[config.mk]
export PLATFORM = sky130hd
export DESIGN_NAME = io_input_conditioner
export DESIGN_NICKNAME = d
export VERILOG_FILES = /design/src/rtl/io_input_conditioner.sv
export SDC_FILE = /design/constraint.sdc
export NUM_CORES = 1
export LEC_CHECK = 0
export BUFFER_PORTS_ARGS = -buffer_cell sky130_fd_sc_hd__buf_2
export CORE_ASPECT_RATIO = 0.8
export CORE_MARGIN = 3
export CORE_UTILIZATION = 54
export DETAILED_ROUTE_END_ITERATION = 8
export GPL_ROUTABILITY_DRIVEN = 0
export PLACE_DENSITY = 0.76
export SYNTH_ARGS = -nofsm -noshare
export SYNTH_HDL_FRONTEND = slang
export SYNTH_SLANG_ARGS = --single-unit
[constraint.sdc]
create_clock -name clk_i -period 3.65 [get_ports clk_i]
set_clock_uncertainty 0.15 [all_clocks]
set_input_delay 0.1825 -clock clk_i [delete_from_list [all_inputs] [get_ports clk_i]]
set_output_delay 0.1825 -clock clk_i [all_outputs]
set_load 0.05 [all_outputs]
[src/rtl/io_input_conditioner.sv]
// io_input_conditioner
//   Conditions asynchronous input pins for the CPU I/O register block.
//   Per bit: a synchroniser chain, a debounce filter with its own counter,
//   and registered one-cycle rise/fall pulses. stable_o feeds ex_data_i.
//
// Parameters
//   data_width      number of input bits
//   SyncStages      synchroniser depth (2..4)
//   DebounceCycles  consecutive mismatched cycles before stable_o flips (>= 1)
//
// Ports
//   clk_i         system clock
//   reset_i       asynchronous active-high reset
//   raw_i         asynchronous external pins
//   stable_o      debounced levels
//   rise_o        one-cycle pulse per bit on stable 0->1
//   fall_o        one-cycle pulse per bit on stable 1->0
//   changed_o     one-cycle pulse, OR of all rise/fall pulses
//   glitch_clr_i  (IO_COND_GLITCH_CNT_EN) synchronous clear of glitch_cnt_o
//   glitch_cnt_o  (IO_COND_GLITCH_CNT_EN) saturating rejected-glitch count
//
// Build option
//   IO_COND_GLITCH_CNT_EN  adds the rejected-glitch counter and its two ports.
module io_input_conditioner #(
  parameter int data_width     = 8,
  parameter int SyncStages     = 2,
  parameter int DebounceCycles = 1000
) (
  input  logic                  clk_i,
  input  logic                  reset_i,
  input  logic [data_width-1:0] raw_i,
  output logic [data_width-1:0] stable_o,
  output logic [data_width-1:0] rise_o,
  output logic [data_width-1:0] fall_o,
  output logic                  changed_o
`ifdef IO_COND_GLITCH_CNT_EN
  ,
  input  logic                  glitch_clr_i,
  output logic [15:0]           glitch_cnt_o
`endif
);

  localparam int CountWidth = $clog2(DebounceCycles + 1);
  localparam logic [CountWidth-1:0] LastCount = CountWidth'(DebounceCycles - 1);

  logic [data_width-1:0] r_sync [SyncStages];
  logic [CountWidth-1:0] r_cnt  [data_width];

  logic [data_width-1:0] w_sync;
  logic [data_width-1:0] w_mismatch;
  logic [data_width-1:0] w_flip;

  assign w_sync     = r_sync[SyncStages-1];
  assign w_mismatch = w_sync ^ stable_o;

  // A bit flips when it has already been mismatched for DebounceCycles-1
  // cycles and is still mismatched now.
  always_comb begin
    w_flip = '0;
    for (int i = 0; i < data_width; i++) begin
      w_flip[i] = w_mismatch[i] && (r_cnt[i] == LastCount);
    end
  end

  always_ff @(posedge clk_i or posedge reset_i) begin
    if (reset_i) begin
      for (int s = 0; s < SyncStages; s++) begin
        r_sync[s] <= '0;
      end
    end else begin
      r_sync[0] <= raw_i;
      for (int s = 1; s < SyncStages; s++) begin
        r_sync[s] <= r_sync[s-1];
      end
    end
  end

  // Counter clears on a match or on the flip itself, so it never wraps.
  always_ff @(posedge clk_i or posedge reset_i) begin
    if (reset_i) begin
      for (int i = 0; i < data_width; i++) begin
        r_cnt[i] <= '0;
      end
    end else begin
      for (int i = 0; i < data_width; i++) begin
        if (!w_mismatch[i] || w_flip[i]) begin
          r_cnt[i] <= '0;
        end else begin
          r_cnt[i] <= r_cnt[i] + 1'b1;
        end
      end
    end
  end

  // After a flip the new stable value equals w_sync, so the direction of
  // the pulse is simply the synchronised level of that bit.
  always_ff @(posedge clk_i or posedge reset_i) begin
    if (reset_i) begin
      stable_o  <= '0;
      rise_o    <= '0;
      fall_o    <= '0;
      changed_o <= 1'b0;
    end else begin
      stable_o  <= stable_o ^ w_flip;
      rise_o    <= w_flip & w_sync;
      fall_o    <= w_flip & ~w_sync;
      changed_o <= |w_flip;
    end
  end

`ifdef IO_COND_GLITCH_CNT_EN
  logic [data_width-1:0] w_glitch_evt;
  logic [16:0]           w_glitch_sum;
  logic [15:0]           r_glitch_cnt;

  // A glitch is a mismatch run that ended before reaching a flip.
  always_comb begin
    w_glitch_evt = '0;
    w_glitch_sum = {1'b0, r_glitch_cnt};
    for (int i = 0; i < data_width; i++) begin
      w_glitch_evt[i] = (r_cnt[i] != '0) && !w_mismatch[i];
      w_glitch_sum    = w_glitch_sum + 17'(w_glitch_evt[i]);
    end
  end

  always_ff @(posedge clk_i or posedge reset_i) begin
    if (reset_i) begin
      r_glitch_cnt <= '0;
    end else if (glitch_clr_i) begin
      r_glitch_cnt <= '0;
    end else if (w_glitch_sum[16]) begin
      r_glitch_cnt <= 16'hFFFF;
    end else begin
      r_glitch_cnt <= w_glitch_sum[15:0];
    end
  end

  assign glitch_cnt_o = r_glitch_cnt;
`else
  // No glitch statistics in this build.
`endif

endmodule

* Yosys cells after proc, flatten, opt, wreduce, memory -nomap -nowiden *
Index checks and enable logic that the tools add are counted.

cells by class
  bitwise gates (word level) = 5
  muxes and demuxes = 8
  $add $sub $neg = 8
  reduce and logical (&&, ||, !) cells = 25
  equality and inequality tests = 8

operators with widths
  operator               count
  $add 10x1->10 const B  8
  $eq 10x10->1 const B   8
  $mux 10                8
  $and 8x8->8            2
  $xor 8x8->8            2
  $logic_and 1x1->1      8
  $logic_not 1->1        8
  $logic_or 1x1->1       8
  $not 8->8              1
  $reduce_or 8->1        1

word-level totals
  bits of input ports = 10
  word-level logic and storage cells = 68
  flip-flop bits (word level) = 121

* Logic depth before layout (Yosys ltp) *
Gate-level depths: netlist of the first run.

  depth after elaboration = 4
  gate-level depth with buffers = 6

* Least setup slack after synthesis of the first run *
OpenSTA, ideal clock, no wires.

  path type = register to register
  start = register with a tool-made name
  end = register changed_o
  slack = 1.870 ns
  period minus slack after synthesis = 1.780 ns
  data required time = 3.358 ns
  arrival = 1.488 ns
  stages on the path, launching flop included = 5
  library setup time = 0.142 ns
  path through = dfrtp_1 > xnor2_1 > and4b_1 > nor4b_1 > o2111ai_1

RTL lines
  element               line  text
  to (signal assigned)  107   changed_o <= |w_flip;
  to (decl)             35    output logic changed_o

* Final worst setup path of the first run *
  start = register r_cnt[20] in the netlist's numbering
  end = register r_cnt[27] in the netlist's numbering

on the way
  longest elaborated chain between the ends = 4
  elaborated cells between the ends (all ways) = 5
  classes of those cells = add/sub (1); eq/ne (1); mux (1); reduce/logical (2)

ends and longest elaborated chain
  element                                                line  text
  from (decl)                                            47    logic [CountWidth-1:0] r_cnt [data_width];
  from (signal, indexed assignment)                      89    r_cnt[i] <= r_cnt[i] + 1'b1;
  branches (longest 3 deep; another with $add 10x1->10)  -
  $mux 10 (*)                                            86    if (!w_mismatch[i] || w_flip[i]) begin

Every way passes the cells marked *.

==> results of run 1 <==
==> layout make-up <==
| cell class | count | area [µm²] | area share |
|---|---|---|---|
| clock buffers | 21 | 460.4 | 0.07538 |
| repair buffers | 44 | 280.3 | 0.04588 |
| clock inverters | 11 | 145.1 | 0.02376 |
| flip-flops and latches | 121 | 3028 | 0.4957 |
| well taps | 115 | 143.9 | 0.02356 |
| multi-input cells | 320 | 2011 | 0.3292 |
| inverters | 10 | 40.04 | 0.006555 |
==> power by group <==
part | internal [mW] | total, mW | switching [mW]
clock | 1.11 | 1.69 | 0.578
combinational | 0.0401 | 0.103 | 0.0625
sequential | 1.37 | 1.40 | 0.0285
total | 2.52 | 3.19 | 0.669
==> metrics by stage <==
step	hold WS (ps)	worst slack (ps)
6_report	192.6	1744
5_1_grt	206.6	1573
2_1_floorplan	63.93	103.3
3_5_place_dp	142.2	1772
3_3_place_gp	140.7	1847
4_1_cts	195.9	1724
==> Yosys cell counts (2+ instances only) <==
master and count:
nand2_1 35, nand2b_1 7, nor4bb_1 3, nor2_1 86
ha_1 8, and3_1 5, inv_1 10, nor4b_1 2
nand3_1 22, mux2_2 6, nor3_1 18, nand4_1 10
xnor2_1 47, or3_1 4, dfrtp_1 121, buf_2 3
nor3b_1 17, and4_1 5, nor4_1 4, xor2_1 26
nand4b_1 4
==> cells in the final DEF, fill, tap and decap left out, types with 2 or more instances in the layout <==
cell type / instances
or3_1: 4
dlygate4sd3_1: 9
nand2b_1: 7
xnor2_1: 47
nor2_1: 86
nor3b_1: 17
nand3_1: 22
and3_1: 5
nor4bb_1: 3
buf_2: 34
clkinv_2: 3
clkinvlp_4: 3
nor4b_1: 2
inv_1: 9
xor2_1: 26
and4_1: 5
nand4_1: 10
ha_1: 8
bufinv_16: 3
nor4_1: 4
clkbuf_1: 2
clkbuf_8: 2
nand4b_1: 4
nand2_1: 35
dfrtp_1: 121
mux2_2: 6
nor3_1: 18
clkbuf_16: 17
==> critical path, stage by stage, from the launching register on <==
cell and delay, ps:
dfrtp_1 380, ha_1 220, nor4bb_1 390, nand3_1 240, nand2b_1 310, nor2_1 100
==> per-layer routing <==
layer | track usage | wire length, µm | vias to the layer above
li1 | - | - | 1650
met1 | 0.2429 | 4233 | 1616
met2 | 0.2757 | 4115 | 67
met3 | 0.06466 | 352 | 13
met4 | 0.07418 | 146 | 0
met5 | 0 | 0 | -
==> flip-flops by register name, indices dropped and copies added (netlist names), named ones only <==
name       cells
r_cnt         80
fall_o         8
r_sync         8
rise_o         8
w_sync         8
changed_o      1
==> worst min path at each step <==
stage / end / start / slack, ps / cells past startpoint
global route: w_sync[1] / r_sync[9] / 210 / 0
global placement: r_sync[10] / raw_i[2] / 140 / 1
detailed placement: r_sync[10] / raw_i[2] / 140 / 1
CTS: w_sync[1] / r_sync[9] / 200 / 0
floorplan: r_sync[10] / raw_i[2] / 60 / 0
finish: w_sync[1] / r_sync[9] / 190 / 0
==> logic make-up after synthesis <==
| group | count (synthesis) | share of synthesized area |
|---|---|---|
| buffers and inverters | 15 | 0.01202 |
| DFF | 121 | 0.5937 |
| muxes | 7 | 0.01619 |
| adders and majority gates | 8 | 0.01963 |
| AOI/OAI and AO/OA | 2 | 0.003435 |
| and+or+nand+nor | 230 | 0.2296 |
| xor gates and xnor gates | 73 | 0.1254 |
==> timing repair <==
item | CTS | global route
hold buffers | 9 | 0
resized for setup | 0 | 0
endpoints found under the hold margin | 77 | 0
==> out/metrics.yaml, run 1 <==
sta:
  maxClockFrequency_ghz: 0.5248
  final_hold_viol_count: 0
  relSlewSlack: 0.4432
  finalSetupViolCount: 0
  worst_slew_pin_slew_ps: 835.2
  tns_ps: 0
  timing_max_transition_violations_final: 0
  period_needed_ps: 1906
  rsz0062_at_grt: "false"
  min_period_over_period: 0.5221
detailed_routing:
  drc: 0
  drtAntennaViolNets: 0
  wirelength_um: 8847
  vias: 3346
  via_per_inst: 5.212
  drt_first_iter_violations: 206
  wl_per_cell_um: 13.78
  firstDrtPassIters: 5
worst_hold_path:
  min_path_type: "flip-flop to flip-flop"
grt:
  first_global_vias: 3271
  antenna_found_initial: 0
  grt_overflow: 0
  grt_max_degree: 71
  globalRouteTotalUtil: 0.1833
  grt_first_pass_wirelength_um: 15040
critical_path:
  r2r-end: "r_cnt[27]"
  required_ps: 3780
  cp.arrival_ps: 2040
  timing.critical_path.to_type: "flip-flop"
  endpoint: "r_cnt[27]"
  timing.rr.start: "r_cnt[20]"
  criticalPathCategory: "flip-flop to flip-flop"
  crit_path_start: "r_cnt[20]"
  crit_path_start_kind: "flip-flop"
  rrSetupSlack_ps: 1740
  cp_max_fo: 8
  ff2ff_path_depth: 5
place:
  io_buffers: 34
  placed_cells: 601
  dpl_cell_area_um2: 5413
  dp_hpwl_um: 5791
pwr:
  fin_total_pwr_mw: 3.190
  p_leak_nw: 2.756
  ir_drop_mv: 0.3994
  powerDensity_nw_per_um2: 522.2
finish:
  area_delta_synth_final_pct: 19.77
  diodes: 0
  fin_area_um2: 6108
  drive_gt1_frac: 0.1442
  fill_cells: 658
  final_util: 0.6701
  stdcell_count: 642
  layout.nets: 532
cts:
  cts_root_buf: "clkbuf_16"
  cts_tree: "built"
  clk_path_buf_depth: 2
  postCtsSetupRepairBufs: 0
  clk_pin_slew_worst_paths_ps: 60
  clock-sinks: 121
  cts.htree.levels: 4
  cts_buffers: 17
  clk_latency_ps: 410
synthesis:
  syn_nets: 474
  synth_top_area_frac: 0.5937
  syn_area_um2: 5100
  postSynthCellCount: 456
  synth_edf_count: 0
  yosysTopAreaCell: "dfrtp_1"
  synth_ff_type: "dfrtp_1"
  synth_cell_types: 34
  ys_warn_count: 0
  synth_area_leaders: "dfrtp_1 59%, xnor2_1 8.1%, nor2_1 6.3%, xor2_1 4.5%, nand2_1 2.6%"
  ys_async_sr_fraction: 1.000
  ys_seq_elements: 121
  syn_avg_cell_area_um2: 11.18
  synth_seq_area_share: 0.5937
floorplan:
  io_pins: 35
  fp-row-count: 31
  die-area_um2: 10650
  core-area_um2: 9115
  die_x_um: 114.7
  die_h_um: 92.92
  start_util: 0.5595
job:
  cap_violations: 0
run_status:
  outcome: "finished, final reports clean"
Power figures use the tool's default switching activity.
==> run 2: changes to the inputs <==
CORE_UTILIZATION = 60   (was 54)
PLACE_DENSITY = 0.8   (was 0.76)
clock period = 1.83 ns   (was 3.65 ns; I/O delays follow)
==> run 2 against run 1 <==
Critical path type unchanged. Non-clock buffer count grew 12. Largest cell class unchanged. Largest power group unchanged. Sequential share of layout area decreased by 0.81 points. Flip-flop and latch count unchanged.
==> out/metrics.yaml, run 2 (synthesis results as in run 1) <==
sta:
  finalSetupViolCount: 0  # unchanged
  min_period_over_period: 0.9858  # was 0.5221
  tns_ps: 0  # unchanged
  maxClockFrequency_ghz: 0.5543  # was 0.5248 GHz
  timing_max_transition_violations_final: 0  # unchanged
  worst_slew_pin_slew_ps: 607.9  # was 835.2 ps
  relSlewSlack: 0.5890  # was 0.4432
  final_hold_viol_count: 0  # unchanged
  fin_ws_ps: 26.05  # was 1744 ps
  period_needed_ps: 1804  # was 1906 ps
  rsz0062_at_grt: "true"  # was false
pwr:
  clkPwrFrac: 0.486  # was 0.528
  p_leak_nw: 2.786  # was 2.756 nW
  comb_power_share: 0.040  # was 0.032
  p_sw_frac: 0.2376  # was 0.2097
  ir_drop_mv: 0.7253  # was 0.3994 mV
  fin_total_pwr_mw: 5.904  # was 3.190 mW
  switchingPower_mw: 1.403  # was 668.8 µW
  powerDensity_nw_per_um2: 950.8  # was 522.2 nW/µm²
  seq_power_share: 0.474  # was 0.440
  intPower_mw: 4.501  # was 2.521 mW
detailed_routing:
  drc: 0  # unchanged
  vias: 3495  # was 3346
  drt_first_iter_violations: 187  # was 206
  drtAntennaViolNets: 0  # unchanged
  via_per_inst: 5.402  # was 5.212
  wl_per_cell_um: 14.63  # was 13.78 µm
  wirelength_um: 9465  # was 8847 µm
  firstDrtPassIters: 4  # was 5
cts:
  clk_path_buf_depth: 2  # unchanged
  clk_pin_slew_worst_paths_ps: 60  # about the same
  clk_latency_ps: 520  # was 410 ps
  cts_buffers: 17  # unchanged
  cts.htree.levels: 4  # unchanged
  cts_root_buf: "clkbuf_8"  # was clkbuf_16
  cts_tree: "built"  # unchanged
  clock-sinks: 121  # unchanged
critical_path:
  crit_path_start_kind: "flip-flop"  # unchanged
  criticalPathCategory: "flip-flop to flip-flop"  # unchanged
  path_cells: "ha_4, nand2_2, or4b_4, mux2_4"  # was ha_1, nor4bb_1, nand3_1, nand2b_1, nor2_1
  crit_buf_inv: 0  # unchanged
  timing.critical_path.to_type: "flip-flop"  # unchanged
  cp.arrival_ps: 2060  # was 2040 ps
  max_stage_delay_ps: 580  # was 390 ps
  slowest_stage: "or4b_4"  # was nor4bb_1
  cp_max_fo: 4  # was 8
  required_ps: 2080  # was 3780 ps
  crit_family: "simple AND/OR/NAND/NOR gates"  # unchanged
worst_hold_path:
  min_path_type: "primary input to flip-flop"  # was flip-flop to flip-flop
grt:
  globalRouteTotalUtil: 0.2199  # was 0.1833
  grt_overflow: 0  # unchanged
  antenna_found_initial: 0  # unchanged
  first_global_vias: 3504  # was 3271
  grt_first_pass_wirelength_um: 16100  # was 15040 µm
  grt_max_degree: 43  # was 71
finish:
  diodes: 0  # unchanged
  drive_gt1_frac: 0.1911  # was 0.1442
  layout_common_cells: "121 x dfrtp_1, 86 x nor2_1, 46 x xnor2_1"  # was 121 x dfrtp_1, 86 x nor2_1, 47 x xnor2_1
  area_delta_synth_final_pct: 21.76  # was 19.77%
  largest_register_ffs: 80  # unchanged
  final_common_cell: "dfrtp_1"  # unchanged
  top_register: "r_cnt"  # unchanged
  layout.nets: 544  # was 532
  fin_area_um2: 6210  # was 6108 µm²
place:
  dpl_cell_area_um2: 5485  # was 5413 µm²
  dp_hpwl_um: 6218  # was 5791 µm
  post-place-ws_ps: -54.97  # was 1772 ps
  io_buffers: 34  # unchanged
floorplan:
  start_util: 0.6303  # was 0.5595
  die_x_um: 109.1  # was 114.7 µm
  io_pins: 35  # unchanged
  core-area_um2: 8092  # was 9115 µm²
  die_h_um: 88.46  # was 92.92 µm
  die-area_um2: 9649  # was 10650 µm²
  fp-row-count: 29  # was 31
job:
  cap_violations: 0  # unchanged
run_status:
  outcome: "finished, final reports clean"  # unchanged
-- run 2: routing by layer --
metal	vias to the layer above	part of all wire	global-route usage
li1	1671	-	-
met1	1717	0.45	0.2820
met2	84	0.49	0.3411
met3	23	0.042	0.06492
met4	0	0.023	0.1181
met5	-	0	0
-- run 2: worst register-to-register path, cell delays in order, from the launching register on --
cell     delay (ps)
dfrtp_1         410
ha_4            170
nand2_2          60
or4b_4          580
mux2_4          310
-- run 2: final cells by class --
type | count | area [µm²]
flip-flops and latches | 121 | 3028
clock buffers | 18 | 417.9
clock inverters | 14 | 103.9
well taps | 108 | 135.1
repair buffers | 56 | 385.4
inverters | 10 | 41.29
fillers | 505 | 1882
multi-input cells | 320 | 2098
-- run 2: stage by stage --
stage               std cells  utilization  hold WS (ps)
global route              647       0.7674         47.34
finish                    647       0.7674         60.97
detailed placement        603       0.6779        -1.677
floorplan                 456            -        -27.07
global placement          603       0.6779        -10.22
CTS                       645       0.7555         33.29
-- run 2: power groups by stage --
stage	clock [mW]	sequential, mW	combinational [mW]
2_1_floorplan	0	2.83	0.145
3_3_place_gp	0	2.84	0.203
3_5_place_dp	0	2.84	0.209
4_1_cts	2.92	2.79	0.231
5_1_grt	3.06	2.80	0.273
6_report	2.87	2.80	0.238
-- run 2: path summary, 6_finish.rpt --
| check | to | slack [ps] | depth (start not counted) | start |
|---|---|---|---|---|
| min | r_sync[9] | 60 | 2 | raw_i[1] |
| max | flip-flop | 30 | 4 | r_cnt[41] |
| max in group asynchronous | fall_o[3] | 330 | 5 | reset_i |
| min reg2reg | w_sync[0] | 200 | 0 | r_sync[8] |
| min in group asynchronous | r_cnt[37] | 570 | 4 | reset_i |
| max reg2reg | flip-flop | 30 | 4 | r_cnt[41] |
-- run 2: what timing repair did --
action / CTS / global route
setup endpoints to repair: 1 / 48
gates resized for setup: 1 / 17
pin swaps: 0 / 2
hold buffers: 10 / 0
setup buffers: 0 / 2
endpoints found under the hold margin: 129 / 0
==> run 3: changes to the inputs <==
CELL_PAD_IN_SITES_DETAIL_PLACEMENT = 0   (was unset)
CELL_PAD_IN_SITES_GLOBAL_PLACEMENT = 1   (was unset)
CORE_UTILIZATION = 48   (was 60)
==> run 3 against run 2 <==
Sequential power barely moved. Cell count rose by 4.5%. Highest routed layer unchanged. Combinational power barely moved.
==> out/metrics.yaml, run 3 (synthesis results as in run 1) <==
run_status:
  outcome: "finished, final reports clean"  # unchanged
finish:
  layout_common_cells: "121 x dfrtp_1, 86 x nor2_1, 47 x xnor2_1"  # was 121 x dfrtp_1, 86 x nor2_1, 46 x xnor2_1
  area_delta_synth_final_pct: 24.80  # was 21.76%
  layout.nets: 547  # was 544
  stdcell_count: 676  # was 647
  top_register: "r_cnt"  # unchanged
  drive_gt1_frac: 0.1833  # was 0.1911
  final_util: 0.6359  # was 0.7674
  diodes: 0  # unchanged
  final_common_cell: "dfrtp_1"  # unchanged
  largest_register_ffs: 80  # unchanged
grt:
  grt_overflow: 0  # unchanged
  antenna_found_initial: 0  # unchanged
  grt_max_degree: 42  # was 43
  globalRouteTotalUtil: 0.1741  # was 0.2199
  first_global_vias: 3438  # was 3504
  grt_first_pass_wirelength_um: 16460  # was 16100 µm
critical_path:
  required_ps: 1960  # was 2080 ps
  cp_max_fo: 4  # unchanged
  cp.arrival_ps: 1900  # was 2060 ps
  crit_path_start_kind: "flip-flop"  # unchanged
  timing.critical_path.to_type: "flip-flop"  # unchanged
  criticalPathCategory: "flip-flop to flip-flop"  # unchanged
place:
  io_buffers: 34  # unchanged
  dp_hpwl_um: 6219  # was 6218 µm
  placed_cells: 636  # was 603
  post-place-ws_ps: 16.75  # was -54.97 ps
detailed_routing:
  wl_per_cell_um: 13.74  # was 14.63 µm
  drt_first_iter_violations: 188  # was 187
  via_per_inst: 4.981  # was 5.402
  drc: 0  # unchanged
  vias: 3367  # was 3495
  firstDrtPassIters: 4  # unchanged
  wirelength_um: 9290  # was 9465 µm
  drtAntennaViolNets: 0  # unchanged
sta:
  finalSetupViolCount: 0  # unchanged
  final_hold_viol_count: 0  # unchanged
  min_period_over_period: 0.9644  # was 0.9858
  relSlewSlack: 0.5777  # was 0.5890
  maxClockFrequency_ghz: 0.5666  # was 0.5543 GHz
  worst_slew_pin_slew_ps: 632.1  # was 607.9 ps
  timing_max_transition_violations_final: 0  # unchanged
  period_needed_ps: 1765  # was 1804 ps
  fin_ws_ps: 65.06  # was 26.05 ps
pwr:
  ir_drop_mv: 0.7033  # was 0.7253 mV
  p_sw_frac: 0.1917  # was 0.2376
  comb_power_share: 0.035  # was 0.040
  p_leak_nw: 2.867  # was 2.786 nW
  intPower_mw: 5.447  # was 4.501 mW
  clkPwrFrac: 0.550  # was 0.486
  switchingPower_mw: 1.292  # was 1.403 mW
  powerDensity_nw_per_um2: 1059  # was 950.8 nW/µm²
  seq_power_share: 0.415  # was 0.474
job:
  cap_violations: 0  # unchanged
floorplan:
  die-area_um2: 11910  # was 9649 µm²
  fp-row-count: 32  # was 29
  io_pins: 35  # unchanged
  core-area_um2: 10010  # was 8092 µm²
  die_h_um: 98.20  # was 88.46 µm
  start_util: 0.5095  # was 0.6303
  die_x_um: 121.2  # was 109.1 µm
cts:
  cts.htree.levels: 4  # unchanged
  clk_pin_slew_worst_paths_ps: 50  # was 60 ps
  clk_path_buf_depth: 2  # unchanged
  cts_tree: "built"  # unchanged
  clk_latency_ps: 400  # was 520 ps
  cts_buffers: 17  # unchanged
  cts_root_buf: "clkbuf_16"  # was clkbuf_8
  clock-sinks: 121  # unchanged
worst_hold_path:
  min_path_type: "primary input to async pin"  # was primary input to flip-flop
-- run 3: cell types whose count changed in the layout (fill, tap and decap cells not counted), moves of 2 or more --
cell	delta
clkinv_4	-4
buf_4	+3
clkinvlp_4	-6
ha_2	+2
bufinv_16	+6
-- run 3: metrics by stage --
| stage | instance area (µm²) | hold slack, ps | power [mW] | setup TNS, ps |
|---|---|---|---|---|
| after floorplan | 5104 | -27.07 | 2.973 | 0 |
| after global placement | 5570 | 50.29 | 3.052 | 0 |
| after detailed placement | 5570 | 54.95 | 3.062 | 0 |
| after CTS | 6322 | 159.2 | 6.824 | 0 |
| after global routing | 6365 | 179.8 | 7.000 | -15.25 |
| final | 6365 | 176.6 | 6.739 | 0 |
-- run 3: per-layer routing --
metal	vias to the layer above	part of all wire	track usage
met5	-	0	0
met4	0	0.0090	0.06029
met3	9	0.034	0.05848
met2	43	0.47	0.2592
met1	1638	0.49	0.2405
li1	1677	-	-
-- run 3: critical path, cell delays in order, from the launching register on --
cell and delay (ps):
dfrtp_1 360, ha_2 200, nand2_1 80, or4b_4 530
mux2_4 320
-- run 3: cell type report --
cell class | instances | area [µm²]
clock buffer | 21 | 460.4
clock inverter | 9 | 195.2
sequential | 121 | 3028
inverter | 10 | 41.29
fill | 801 | 3645
multi-input combinational | 320 | 2052
timing repair buffer | 59 | 417.9
tap | 136 | 170.2
-- run 3: final timing paths --
path / startpoint / to / slack [ps] / depth (start not counted)
max: r_cnt[40] / flip-flop / 70 / 4
min: reset_i / r_cnt[49] / 180 / 3
max reg2reg: r_cnt[40] / flip-flop / 70 / 4
min reg2reg: r_sync[15] / w_sync[7] / 200 / 0
max in group asynchronous: reset_i / r_cnt[50] / 740 / 4
min in group clk_i: raw_i[1] / r_sync[9] / 180 / 2
-- run 3: power by group through the flow --
stage | registers [mW] | logic [mW] | clock network [mW]
CTS | 2.80 | 0.237 | 3.79
global route | 2.81 | 0.274 | 3.92
floorplan | 2.83 | 0.145 | 0
finish | 2.80 | 0.236 | 3.71
global placement | 2.84 | 0.214 | 0
detailed placement | 2.84 | 0.220 | 0
-- run 3: repair_timing --
| action | 4_1_cts | 5_1_grt |
|---|---|---|
| pin swaps | 0 | 3 |
| hold endpoints to repair | 32 | 0 |
| setup buffers | 0 | 1 |
| endpoints found under the setup margin | 1 | 45 |
| gates resized for setup | 1 | 10 |
| hold buffers | 9 | 0 |
